## src/rtl/binary_to_bcd.sv

```systemverilog
// 5-bit unsigned binary to two-digit packed BCD converter.
// Combinational shift-and-add-3 conversion feeding a single output register.
module binary_to_bcd (
  input  logic       clk,
  input  logic       rst,
  input  logic [4:0] binary_input,
  output logic [7:0] bcd_output
);

  localparam int unsigned BIN_W = 5;
  localparam int unsigned BCD_W = 8;
  localparam int unsigned SR_W  = BIN_W + BCD_W;

  logic [SR_W-1:0]  shift_reg;
  logic [BCD_W-1:0] bcd_next_c;

  // Double dabble: bump any digit >= 5 by 3 before each left shift.
  always_comb begin
    shift_reg = {BCD_W'(0), binary_input};
    for (int i = 0; i < int'(BIN_W); i++) begin
      if (shift_reg[BIN_W+3:BIN_W] >= 4'd5) begin
        shift_reg[BIN_W+3:BIN_W] = shift_reg[BIN_W+3:BIN_W] + 4'd3;
      end
      if (shift_reg[BIN_W+7:BIN_W+4] >= 4'd5) begin
        shift_reg[BIN_W+7:BIN_W+4] = shift_reg[BIN_W+7:BIN_W+4] + 4'd3;
      end
      shift_reg = shift_reg << 1;
    end
    bcd_next_c = shift_reg[SR_W-1:BIN_W];
  end

  // Output register; reset clears any pending conversion.
  always_ff @(posedge clk) begin
    if (rst) begin
      bcd_output <= BCD_W'(0);
    end else begin
      bcd_output <= bcd_next_c;
    end
  end

endmodule

```

## config.mk

```make
export PLATFORM = sky130hd
export DESIGN_NAME = binary_to_bcd
export DESIGN_NICKNAME = d
export VERILOG_FILES = /design/src/rtl/binary_to_bcd.sv
export SDC_FILE = /design/constraint.sdc
export NUM_CORES = 1
export LEC_CHECK = 0
export CAP_MARGIN = 5
export CORE_AREA = 2 2 39 41
export DETAILED_ROUTE_END_ITERATION = 12
export DIE_AREA = 0 0 41 43
export PLACE_DENSITY = 0.58
export RECOVER_POWER = 100
export SYNTH_ARGS = -nofsm -noshare
export SYNTH_HDL_FRONTEND = slang
export SYNTH_SLANG_ARGS = --single-unit
```

## constraint.sdc

```tcl
create_clock -name clk -period 2.35 [get_ports clk]
set_input_delay 0.235 -clock clk [delete_from_list [all_inputs] [get_ports clk]]
set_output_delay 0.235 -clock clk [all_outputs]
set_load 0.02 [all_outputs]
```

==> results of run 1 <==
==> area by class of cell <==
class | count | area, sq um | area share
flip-flops and latches | 6 | 120 | 0.234
well taps | 16 | 20.0 | 0.0390
repair buffers | 14 | 131 | 0.256
inverters | 4 | 15.0 | 0.0293
multi-input cells | 28 | 204 | 0.398
clock buffers | 3 | 22.5 | 0.0439
==> worst max-delay path: cells and delay by family <==
kind / cells / cell delay (ns)
buffers and inverters: 4 / 0.73
AND/OR/NAND/NOR: 1 / 0.48
adder cells (fa/ha/maj): 2 / 0.37
AO/OA/AOI/OAI: 2 / 0.21
XOR/XNOR: 1 / 0.16
==> kinds of logic (layout without fill, tap and decap cells) <==
family,count (synthesis),after routing,share of synthesized area
multiplexers,3,3,0.0874
AND/OR/NAND/NOR,11,11,0.171
adder cells (fa/ha/maj),3,3,0.105
other,1,2,0.0105
AO/OA/AOI/OAI,8,8,0.161
flip-flops,6,6,0.336
XOR/XNOR,1,1,0.0455
buffers and inverters,6,21,0.0839
==> stage by stage <==
| step | cell area [sq um] | std cells | hold slack [ns] |
|---|---|---|---|
| detailed placement | 502 | 68 | 0.809 |
| floorplan | 362 | 40 | 0.304 |
| global placement | 502 | 68 | 0.810 |
| finish | 513 | 71 | 0.569 |
| global route | 513 | 71 | 0.562 |
| CTS | 524 | 71 | 0.569 |
==> how the worst max path moves through the flow <==
stage,startpoint,cells after the start,slack [ns],to
3_5_place_dp,binary_input[3],9,0.08,bcd_output[3]$_SDFF_PP0_
6_report,binary_input[3],10,0.33,bcd_output[3]$_SDFF_PP0_
3_3_place_gp,binary_input[3],9,0.10,bcd_output[3]$_SDFF_PP0_
2_1_floorplan,binary_input[3],8,0.59,bcd_output[3]$_SDFF_PP0_
4_1_cts,binary_input[3],9,0.34,bcd_output[3]$_SDFF_PP0_
5_1_grt,binary_input[3],10,0.14,bcd_output[1]$_SDFF_PP0_
==> synthesized netlist by cell type, drive strengths merged (2+ instances only) <==
cell and instances:
a21oi 2, nor2 2, dfxtp 6, ha 3
nand2 2, buf 2, inv 4, mux2i 2
o21ai 3
==> layer usage <==
| metal | vias up | routed length, microns | global-route usage |
|---|---|---|---|
| met1 | 138 | 270 | 0.0895 |
| met3 | 0 | 51 | 0.0314 |
| met5 | - | 0 | 0 |
| met2 | 12 | 315 | 0.122 |
| li1 | 166 | - | - |
| met4 | 0 | 0 | 0.100 |
==> power groups by stage <==
stage	Sequential, mW	Combinational [mW]	Clock [mW]
final	0.113	0.0877	0.0909
after global routing	0.114	0.0970	0.105
after CTS	0.114	0.0961	0.0958
after detailed placement	0.116	0.0958	0
after global placement	0.115	0.0948	0
after floorplan	0.128	0.0444	0
==> results.md, run 1 <==
* Status: complete, no violations
* First drt pass iteration count at 2
* Syn Std Cell Area at 358 sq um
* Cells after Synth at 39
* Tmin final at 2.02 ns
* Ranking of synthesized cells by area: dfxtp_1 34%, ha_1 10%, mux2i_1 5.6%
* Die Area at 1760 sq um
* Post-placement setup slack at 0.0850 ns
* Starting Density at 0.259
* Setup violators final at 0
* PwrDens at 569 nW/um^2
* Crit Path Class: input port to register
* Layout cells sized above 1 at 0.109
* Min-delay src: binary_input[0]
* Final Core Density at 0.371
* Dpl hpwl at 536 microns
* Max_cap viols at 0
* # clock sinks at 6
* Worst setup SP type: input port
* Commonest non-fill, non-tap cell in the layout: dlygate4sd3_1
* Seq/Total Area, Yosys at 0.336
* Port Buf Inserts at 12
* Combinational share of power at 0.301
* Post-route setup slack at 0.326 ns
* Top Registers: bcd_output (6)
* First-pass GRT wire length at 986 microns
* Num ports at 15
* Hold crit path type: input port to register
* RSZ-0062 raised after global routing: no
* Leak at 0.227 nW
* Mean Syn Cell Area at 9.18 sq um
* Detailed Route WL at 637 microns
* CP Max Fanout at 7
* Post-synth ARST share at 0
* Setup bufs post-CTS at 0
* Cell-internal power at 0.210 mW
* Initial drt markers at 2
* Post-CTS Hold Fix Bufs at 0
* Fill count at 158
* Area growth syn-to-layout at 43.4%
* Yosys warns at 0
* Switching power at 0.0817 mW
* Total power at 0.292 mW
* Root Driver: clkbuf_4
* Critical path arrival at 2.19 ns
* CTS tree: built
* Yosys cell types at 24
* Reg clk slew, reported paths at 0.04 ns
* Final Max Slew Viols at 0
* Sequential Power Share at 0.388
* Vert. Die Dim at 43 microns
* Most frequent cells in the layout: 7 x dlygate4sd3_1, 6 x dfxtp_1, 5 x clkdlybuf4s50_1
* Sum Neg Setup Slack at 0 ns
* Biggest register: bcd_output
* Final Cycle Share at 0.861
* # DRC at 0
* Largest area contributor in the netlist: dfxtp_1
* Final Hold Viols at 0
* WHS Path Cells at 2
* Total congestion overflow at 0
* Main flop type after synthesis: dfxtp_1
* Diodes inserted at 0
* Switch share at 0.280
* Crit-path slowest cell: or4_1
* Number of global-route vias before repair at 263
* Site row count at 14
* Vias per std cell at 4.45
* Hold endpoint: bcd_output[0]$_SDFF_PP0_
* Routed Antenna Nets at 0
* Synth top area share at 0.336
* Core ar. at 1380 sq um
* Final Wtd Congestion at 0.715
* Crit. End Element: register
* Buffer depth of the longest clock path at 2
* Initial antenna violation count at 0
* Total number of vias at 316
* EDFF count, synth at 0
* Avg WL per Cell at 8.97 microns
* VDD IR max at 0.000144 V
* Htree depth at 1
* Crit-path cells: clkdlybuf4s50_1, inv_1, ha_1, inv_1, ha_1, a21oi_4, clkbuf_1, xnor2_1, or4_1, o21ai_0
* Number of CTS-inserted buffers at 3
* Global Route Usage Sum at 0.0882
* Slowest stage delay, CP at 0.48 ns
* Yosys reg bits at 6
* Die extent in x at 41 microns
* Largest net degree at the start of global routing at 8
* Final nets at 67
* Peak Freq at 494 MHz
* CP required at 2.52 ns
* Clk network pwr share at 0.311
* Largest register FFs at 6
* Post-cts sizing count at 0
Note: power is estimated with default switching activity, not from simulation.
==> inputs of run 2 (changes only) <==
--- a/config.mk
+++ b/config.mk
@@ -6,9 +6,9 @@
 export NUM_CORES = 1
 export LEC_CHECK = 0
 export CAP_MARGIN = 5
-export CORE_AREA = 2 2 39 41
+export CORE_AREA = 4 4 41 43
 export DETAILED_ROUTE_END_ITERATION = 12
-export DIE_AREA = 0 0 41 43
+export DIE_AREA = 0 0 45 47
 export PLACE_DENSITY = 0.58
 export RECOVER_POWER = 100
 export SYNTH_ARGS = -nofsm -noshare
==> results.md, run 2 (synthesized netlist as in run 1, its figures left out) <==
* Post-CTS Hold Fix Bufs at 0
* Crit-path slowest cell: dlygate4sd3_1
* CP required at 2.52 ns
* Number of global-route vias before repair at 281
* PwrDens at 563 nW/um^2
* First-pass GRT wire length at 1150 microns
* Number of CTS-inserted buffers at 3
* Post-cts sizing count at 0
* Setup bufs post-CTS at 0
* Critical path arrival at 2.27 ns
* Vias per std cell at 4.38
* Reg clk slew, reported paths at 0.04 ns
* WHS Path Cells at 2
* Combinational share of power at 0.314
* Crit path max-delay family: buffers and inverters
* Global Route Usage Sum at 0.0752
* Routed Antenna Nets at 0
* Switching power at 0.0842 mW
* Final instance area at 531 sq um
* Cell-internal power at 0.215 mW
* Placed Area at 508 sq um
* VDD IR max at 0.000137 V
* Hold crit path type: input port to register
* Top Registers: bcd_output (6)
* Crit-path cells: dlygate4sd3_1, inv_1, ha_1, inv_1, ha_1, a21oi_4, mux2_2, or4_1, o21ai_0
* Core ar. at 1300 sq um
* Die extent in x at 45 microns
* Total number of vias at 311
* Post-route setup slack at 0.252 ns
* Starting Density at 0.275
* Root Driver: clkbuf_4
* Worst path bufs/invs at 3
* CP Max Fanout at 4
* Total power at 0.299 mW
* Sum Neg Setup Slack at 0 ns
* # clock sinks at 6
* Layout cells sized above 1 at 0.161
* Min-delay src: binary_input[0]
* Buffer depth of the longest clock path at 2
* Final Max Slew Viols at 0
* WHS at 0.552 ns
* Largest register FFs at 6
* Peak Freq at 477 MHz
* First drt pass iteration count at 2
* Crit. End Element: register
* Largest net degree at the start of global routing at 8
* Site row count at 13
* Die Area at 2120 sq um
* Detailed Route WL at 653 microns
* Vert. Die Dim at 47 microns
* Switch share at 0.282
* Biggest register: bcd_output
* Max_cap viols at 0
* Tmin final at 2.10 ns
* Post-placement setup slack at 0.122 ns
* Most frequent cells in the layout: 8 x dlygate4sd3_1, 6 x dfxtp_1, 4 x inv_1, 4 x clkdlybuf4s50_1
* Total congestion overflow at 0
* Sequential Power Share at 0.378
* Port Buf Inserts at 12
* Htree depth at 1
* Initial drt markers at 1
* Initial antenna violation count at 0
* Final Cycle Share at 0.893
* Diodes inserted at 0
* Setup violators final at 0
* Leak at 0.242 nW
* CTS tree: built
* Num ports at 15
* Final Hold Viols at 0
* Slowest stage delay, CP at 0.55 ns
* Area growth syn-to-layout at 48.3%
* Commonest non-fill, non-tap cell in the layout: dlygate4sd3_1
* Avg WL per Cell at 9.20 microns
* RSZ-0062 raised after global routing: no
* Worst setup SP type: input port
* # DRC at 0
* Clk network pwr share at 0.308
* Status: complete, no violations
* Final Wtd Congestion at 0.673
* Crit Path Class: input port to register
* Hold endpoint: bcd_output[0]$_SDFF_PP0_
* Final nets at 68
==> run 2: metal layers <==
layer / GRT usage / up-vias / wire (microns)
met2: 0.0989 / 8 / 312
met5: 0 / - / 0
met3: 0.0115 / 0 / 30
met1: 0.103 / 135 / 309
li1: - / 168 / -
met4: 0.0702 / 0 / 0
==> run 2: final cells by class <==
cell class	instances	area, sq um
timing repair buffer	15	143
sequential	6	120
clock buffer	3	22.5
inverter	4	15.0
fill	147	771
multi-input combinational	28	211
tap	15	18.8
==> run 2: how the worst max path moves through the flow <==
stage	start	to	slack (ns)	cells after the start
3_3_place_gp	binary_input[3]	bcd_output[3]$_SDFF_PP0_	0.15	10
3_5_place_dp	binary_input[3]	bcd_output[3]$_SDFF_PP0_	0.12	10
5_1_grt	binary_input[3]	bcd_output[3]$_SDFF_PP0_	0.13	9
4_1_cts	binary_input[3]	bcd_output[3]$_SDFF_PP0_	0.38	10
6_report	binary_input[3]	bcd_output[3]$_SDFF_PP0_	0.25	9
2_1_floorplan	binary_input[3]	bcd_output[3]$_SDFF_PP0_	0.59	8
==> run 2: stage by stage <==
stage	utilization	cells
floorplan	-	40
global placement	0.390	68
detailed placement	0.390	68
CTS	0.408	71
global route	0.408	71
finish	0.408	71
==> run 2: power groups by stage <==
stage          Combinational, mW  Sequential [mW]  Clock [mW]
2_1_floorplan             0.0444            0.128           0
3_5_place_dp              0.0993            0.116           0
3_3_place_gp              0.0981            0.115           0
6_report                  0.0937            0.113      0.0920
4_1_cts                   0.0994            0.114      0.0980
5_1_grt                    0.104            0.114       0.104
==> inputs of run 3 (changes only) <==
--- a/config.mk
+++ b/config.mk
@@ -11,6 +11,7 @@
 export DIE_AREA = 0 0 45 47
 export PLACE_DENSITY = 0.58
 export RECOVER_POWER = 100
+export SLEW_MARGIN = 20
 export SYNTH_ARGS = -nofsm -noshare
 export SYNTH_HDL_FRONTEND = slang
 export SYNTH_SLANG_ARGS = --single-unit
==> results of run 3 <==
No change in the layout: final DEF, timing and power equal those of run 2.
